**src/rtl/fetch_pc_unit.sv**
```systemverilog
// Fetch-stage program counter with BOOT/RUN/HALTED control and instruction field decode.
// Optional retired-instruction counter is enabled by defining FETCH_RETIRED_CNT_EN.
module fetch_pc_unit #(
  parameter logic [31:0] RESET_VECTOR = 32'h0000_0000,
  parameter int          XLEN         = 32
) (
  input  logic            clk,
  input  logic            rst_n,
  input  logic [1:0]      pc_sel_i,
  input  logic [XLEN-1:0] alu_result_i,
  input  logic            halt_i,
  input  logic [XLEN-1:0] instr_i,
  output logic [XLEN-1:0] pc_o,
  output logic [XLEN-1:0] pc_plus4_o,
  output logic [1:0]      pc_bits_o,
  output logic [1:0]      T_o,
  output logic [2:0]      OPC_o,
  output logic [4:0]      ra_o,
  output logic [4:0]      rb_o,
  output logic [4:0]      rc_o,
  output logic [16:0]     imm_o,
  output logic            instr_valid_o,
  output logic [1:0]      state_o,
  output logic [XLEN-1:0] retired_cnt_o
);

  typedef enum logic [1:0] {
    BOOT   = 2'd0,
    RUN    = 2'd1,
    HALTED = 2'd2
  } state_t;

  state_t          state;
  logic [XLEN-1:0] pc;
  logic [XLEN-1:0] next_pc;

  always_comb begin
    next_pc = pc;
    case (pc_sel_i)
      2'd0:    next_pc = pc + 32'd4;
      2'd1:    next_pc = pc + alu_result_i;
      2'd2:    next_pc = alu_result_i;
      default: next_pc = pc;
    endcase
  end

  // Halt wins over pc_sel_i: the PC freezes on the same edge the FSM leaves RUN.
  always_ff @(posedge clk or negedge rst_n) begin
    if (!rst_n) begin
      pc    <= RESET_VECTOR;
      state <= BOOT;
    end else begin
      case (state)
        BOOT:    state <= RUN;
        RUN: begin
          if (halt_i) begin
            state <= HALTED;
          end else begin
            pc <= next_pc;
          end
        end
        HALTED:  state <= HALTED;
        default: state <= HALTED;
      endcase
    end
  end

  assign pc_o          = pc;
  assign pc_plus4_o    = pc + 32'd4;
  assign pc_bits_o     = pc[1:0];
  assign state_o       = state;
  assign instr_valid_o = (state == RUN);

  assign T_o   = instr_valid_o ? instr_i[31:30] : 2'd0;
  assign OPC_o = instr_valid_o ? instr_i[29:27] : 3'd0;
  assign ra_o  = instr_valid_o ? instr_i[26:22] : 5'd0;
  assign rb_o  = instr_valid_o ? instr_i[21:17] : 5'd0;
  assign rc_o  = instr_valid_o ? instr_i[16:12] : 5'd0;
  assign imm_o = instr_valid_o ? instr_i[16:0]  : 17'd0;

`ifdef FETCH_RETIRED_CNT_EN
  logic [XLEN-1:0] retired_cnt;

  // Saturates rather than wrapping so a long run never reports a small count.
  always_ff @(posedge clk or negedge rst_n) begin
    if (!rst_n) begin
      retired_cnt <= '0;
    end else if (state == RUN && !halt_i && retired_cnt != '1) begin
      retired_cnt <= retired_cnt + 32'd1;
    end
  end

  assign retired_cnt_o = retired_cnt;
`else
  assign retired_cnt_o = '0;
`endif

endmodule
```
**config.mk**
```make
export PLATFORM = sky130hd
export DESIGN_NAME = fetch_pc_unit
export DESIGN_NICKNAME = d
export VERILOG_FILES = /design/src/rtl/fetch_pc_unit.sv
export SDC_FILE = /design/constraint.sdc
export NUM_CORES = 1
export LEC_CHECK = 0
export BUFFER_PORTS_ARGS = -buffer_cell sky130_fd_sc_hd__clkbuf_2
export CORE_ASPECT_RATIO = 1.25
export CORE_MARGIN = 8
export CORE_UTILIZATION = 50
export CTS_BUF_LIST = sky130_fd_sc_hd__clkbuf_4
export DETAILED_ROUTE_END_ITERATION = 10
export PLACE_DENSITY = 0.83
export REMOVE_ABC_BUFFERS = 1
export SETUP_SLACK_MARGIN = 0.1
export SLEW_MARGIN = 20
export SYNTH_ARGS = -nofsm -noshare
export SYNTH_HDL_FRONTEND = slang
export SYNTH_SLANG_ARGS = --single-unit
```
**constraint.sdc**
```tcl
create_clock -name clk -period 6.57 [get_ports clk]
set_clock_uncertainty 0.15 [all_clocks]
set_input_delay 0.3285 -clock clk [delete_from_list [all_inputs] [get_ports clk]]
set_output_delay 0.3285 -clock clk [all_outputs]
set_load 0.02 [all_outputs]
```
* After elaboration in Yosys (flattened, before gate mapping)
Cells that the tools add are included.
Word-level totals: bits in registers 34, input bits 69, logic and storage cells 22
Operators by class: add/sub/neg operators 2, equal/unequal tests 4, muxes and demuxes 9, bitwise gates (word level) 1, reductions and logical operators 4
Operators by type and width (number):
- 32-bit case mux with 3 select lines | 1
- 32-bit by 3-bit adder with 32-bit output, second input constant | 1
- 32-bit adder | 1
- 17-bit two-way mux | 1
- 5-bit two-way mux | 3
- 2-bit by 1-bit == test with 1-bit output, second input constant | 2
- 2-bit logical NOT | 2
- 2-bit two-way mux | 2
- 2-bit case mux with 2 select lines | 1
- 3-bit two-way mux | 1
- 3-bit AND reduction | 1
- 3-bit nonzero test | 1
- 2-bit == test, second input constant | 1
- 2-bit != test, second input constant | 1
- 1-bit NOT | 1

* Depth between registers and ports, before layout
depth in word-level cells 3, depth in mapped cells 11, depth with buffers taken out 11

* Worst setup path before layout
OpenSTA, ideal clock, no wires.
path kind register to register, start reg pc[0] (netlist: pc_o[0]), end reg pc[30] (netlist: pc_o[30]), arrival 2.752 ns, slack 3.548 ns, cell stages (with the launch flop) 12, path buffers 0, clock period less this slack 3.022 ns, cell sequence dfrtp_1 -> ha_1 -> inv_1 -> fa_1 -> nand2b_1 -> a211oi_1 -> o21ai_0 -> o211ai_1 -> a41o_1 -> and3b_1 -> o21ai_1 -> a41o_2
On the way: cells in the longest elaborated chain, start to end 2, elaborated cells on any way between the ends 3, those cells by class add/sub (2); mux (1)
Ends and longest elaborated chain:
- start: declaration | RTL line 34 | logic [XLEN-1:0] pc;
- start signal: assignment | RTL line 59 | pc <= next_pc;
- 32-bit adder or 32-bit by 3-bit adder with 32-bit output (tied branches) | RTL line 41, 40
- 32-bit case mux with 3 select lines * | RTL line 39 | case (pc_sel_i)
Mark *: on every way between the ends. The rest lies on a longest branch, timed or not. A chain may end at the register's enable or synchronous reset.

* Worst setup path in the final report
start reg pc[2] (netlist: pc_o[2]), end out pc_plus4_o[24]
On the way: cells in the longest elaborated chain, start to end 1
Ends and longest elaborated chain:
- 32-bit by 3-bit adder with 32-bit output | RTL line 69 | assign pc_plus4_o = pc + 32'd4;
- end: declaration | RTL line 14 | output logic [XLEN-1:0] pc_plus4_o,
Every way passes these cells.

==> impl_metrics.yaml <==
clock_network:
  cts_tree: "done"
  cts-htree-levels: 2
  clk_pin_slew_ns: 0.11
  cts_setup_buffers: 0
  cts_sinks: 34
  cts-root-buf: "clkbuf_4"
  clock_path_buffers: 2
  ctsHoldBuffers: 1
  clock_latency_ns: 0.37
  ctsResizeCount: 0
  cts_buffers: 5
flow_run:
  max_cap_violations: 0
synth:
  synth-seq-cells: 34
  synthCells: 662
  synthArstFlopShare: 1.00
  yosysUniqueCellTypes: 67
  yosys_warnings: 0
  yosysTopAreaCell: "dfrtp_1"
  netlist.area_leader.share: 0.174
  yosysSeqAreaShare: 0.174
  netlist_area_um2: 4890
  syn_area_per_cell_um2: 7.39
  synth-edff-count: 0
  netlist_top_cells_count: "a21oi_1 (64), nand2_1 (62), buf_4 (43), nor2_1 (43), and2_1 (38)"
  synth_area_leaders: "dfrtp_1 (17%), ha_1 (9.0%), buf_4 (6.6%), a21oi_1 (6.5%), xnor2_1 (5.4%)"
  synth_flop_cell: "dfrtp_1"
  yosysMostFrequentCell: "a21oi_1"
min_path:
  hp-start: "halt_i"
  hold_path_class: "input pin to flop"
finish:
  finalNetCount: 906
  drive_above_1_share: 0.251
  fin_util: 0.595
  finalInstanceArea_um2: 5680
  syn2layout_area_growth_pct: 16.2
place:
  port_buffers: 174
  routabilityCongestion: 0.939
  hpwl_um: 13000
  dp_slack_ns: 3.33
  postPlaceCellArea_um2: 5620
detailed_routing:
  drc_errors: 0
  dr.pass1.iters: 5
  drt-total-wl_um: 16500
  postRouteAntennaNets: 0
  vias_per_cell: 5.78
  dr_total_vias: 5363
  drtIter0Drc: 378
  wire_per_inst_um: 17.8
die:
  rows: 40
  start_util: 0.512
  die_height_um: 127
  dieArea_um2: 13200
  ios: 207
  die_w_um: 104
  core_area_um2: 9560
sta:
  tightest_slew_ns: 1.00
  fin_crit_ns: 3.57
  fmax_mhz: 280
  relSlewSlack: 0.328
  finalSetupViolCount: 0
  layout_setup_ws_ns: 3.00
  maxSlewViolCount: 0
  hold_violations: 0
  rsz0062_at_grt: "false"
  min_period_over_period: 0.543
  tns_ns: 0
power_and_ir_drop:
  p_leak_nw: 2.86
  powerDensity_nw_per_um2: 235
  ir_drop_uv: 169
worst_setup_path:
  worstRegToRegCells: 11
  startpoint: "pc_o[2]"
  cp-endpoint: "pc_plus4_o[24]"
  cp-start-kind: "flop"
  rr_startpoint: "pc_o[0]"
  endpoint_kind: "output pin"
  path_class: "flop to output pin"
  worst_ep_required_time_ns: 6.09
  crit_fanout: 6
  arrival_ns: 3.09
  reg2reg_setup_slack_ns: 3.34
  r2r_end: "pc_o[30]"
run_status:
  status: "complete, no violations"
global_routing:
  grt_max_degree: 38
  grt_remaining_overflow: 0
  track_usage: 0.238
  antenna_found_initial: 1
  grt_pass1_vias: 5252
  grt_pass1_wl_um: 26200
[how the worst min path moves through the flow]
stage	to	depth (start not counted)
after detailed placement	state_o[1]	1
after global placement	state_o[1]	1
final	state_o[1]	2
after global routing	state_o[1]	2
after floorplan	pc_o[0]	0
after CTS	state_o[1]	2
[through the flow]
step                      total power, W  std cells  hold WS [ns]
after floorplan                 0.000940        613        -0.117
after global placement           0.00120        919         0.350
after detailed placement         0.00120        919         0.353
after CTS                        0.00134        927        0.0621
after global routing             0.00144        928        0.0577
final                            0.00134        928        0.0670
[layout by cell type, fill, tap and decap left out, types with 21 or more instances in the layout]
| cell type | instances |
|---|---|
| conb_1 | 32 |
| a21oi_1 | 64 |
| nand2_1 | 62 |
| xnor2_1 | 30 |
| ha_1 | 35 |
| nor2_1 | 43 |
| dfrtp_1 | 34 |
| clkbuf_2 | 174 |
| and2_1 | 38 |
| o21ai_0 | 35 |
| a21o_1 | 21 |
| xor2_1 | 21 |
[state kept, by name, indices dropped and copies added, names as in the netlist]
register / count
pc_o: 32
state_o: 2
[worst max-delay path, stage by stage (launching register included)]
cell and delay [ns]:
dfrtp_1 0.45, ha_1 0.31, nand4_1 0.23, nor4_1 0.46, nand2_1 0.16, or3_1 0.47
nor2_1 0.23, xor2_1 0.22, clkbuf_2 0.20
[layout make-up]
cell class / count / area (um^2)
Antenna cell: 1 / 2.50
Timing Repair Buffer: 181 / 926
Multi-Input combinational cell: 560 / 3620
Clock buffer: 7 / 52.6
Sequential cell: 34 / 851
Inverter: 19 / 71.3
Tap cell: 126 / 158
Fill cell: 970 / 3880
[layer usage]
metal / track usage / routed length, um / up-vias
met2: 0.446 / 8480 / 251
li1: - / - / 2608
met5: 0 / 0 / -
met4: 0.0982 / 438 / 0
met1: 0.251 / 6360 / 2476
met3: 0.0502 / 1200 / 28
[report_power, final]
group	switching (W)	internal [W]	total, W
clock network	0.0000815	0.0000487	0.000130
logic	0.000537	0.000323	0.000860
registers	0.0000942	0.000253	0.000347
total	0.000713	0.000625	0.00134
[cells by family (layout without fill, tap and decap cells)]
kind of cell | count (synthesis) | in the layout | synth area share
buffers and inverters | 99 | 207 | 0.109
multiplexers | 6 | 6 | 0.0128
AND/OR/NAND/NOR | 231 | 231 | 0.244
XOR/XNOR | 51 | 51 | 0.0913
adder cells (fa/ha/maj) | 36 | 36 | 0.0936
other | 1 | 33 | 0.000767
flip-flops | 34 | 34 | 0.174
AO/OA/AOI/OAI | 204 | 204 | 0.274
Power figures use the tool's default switching activity.
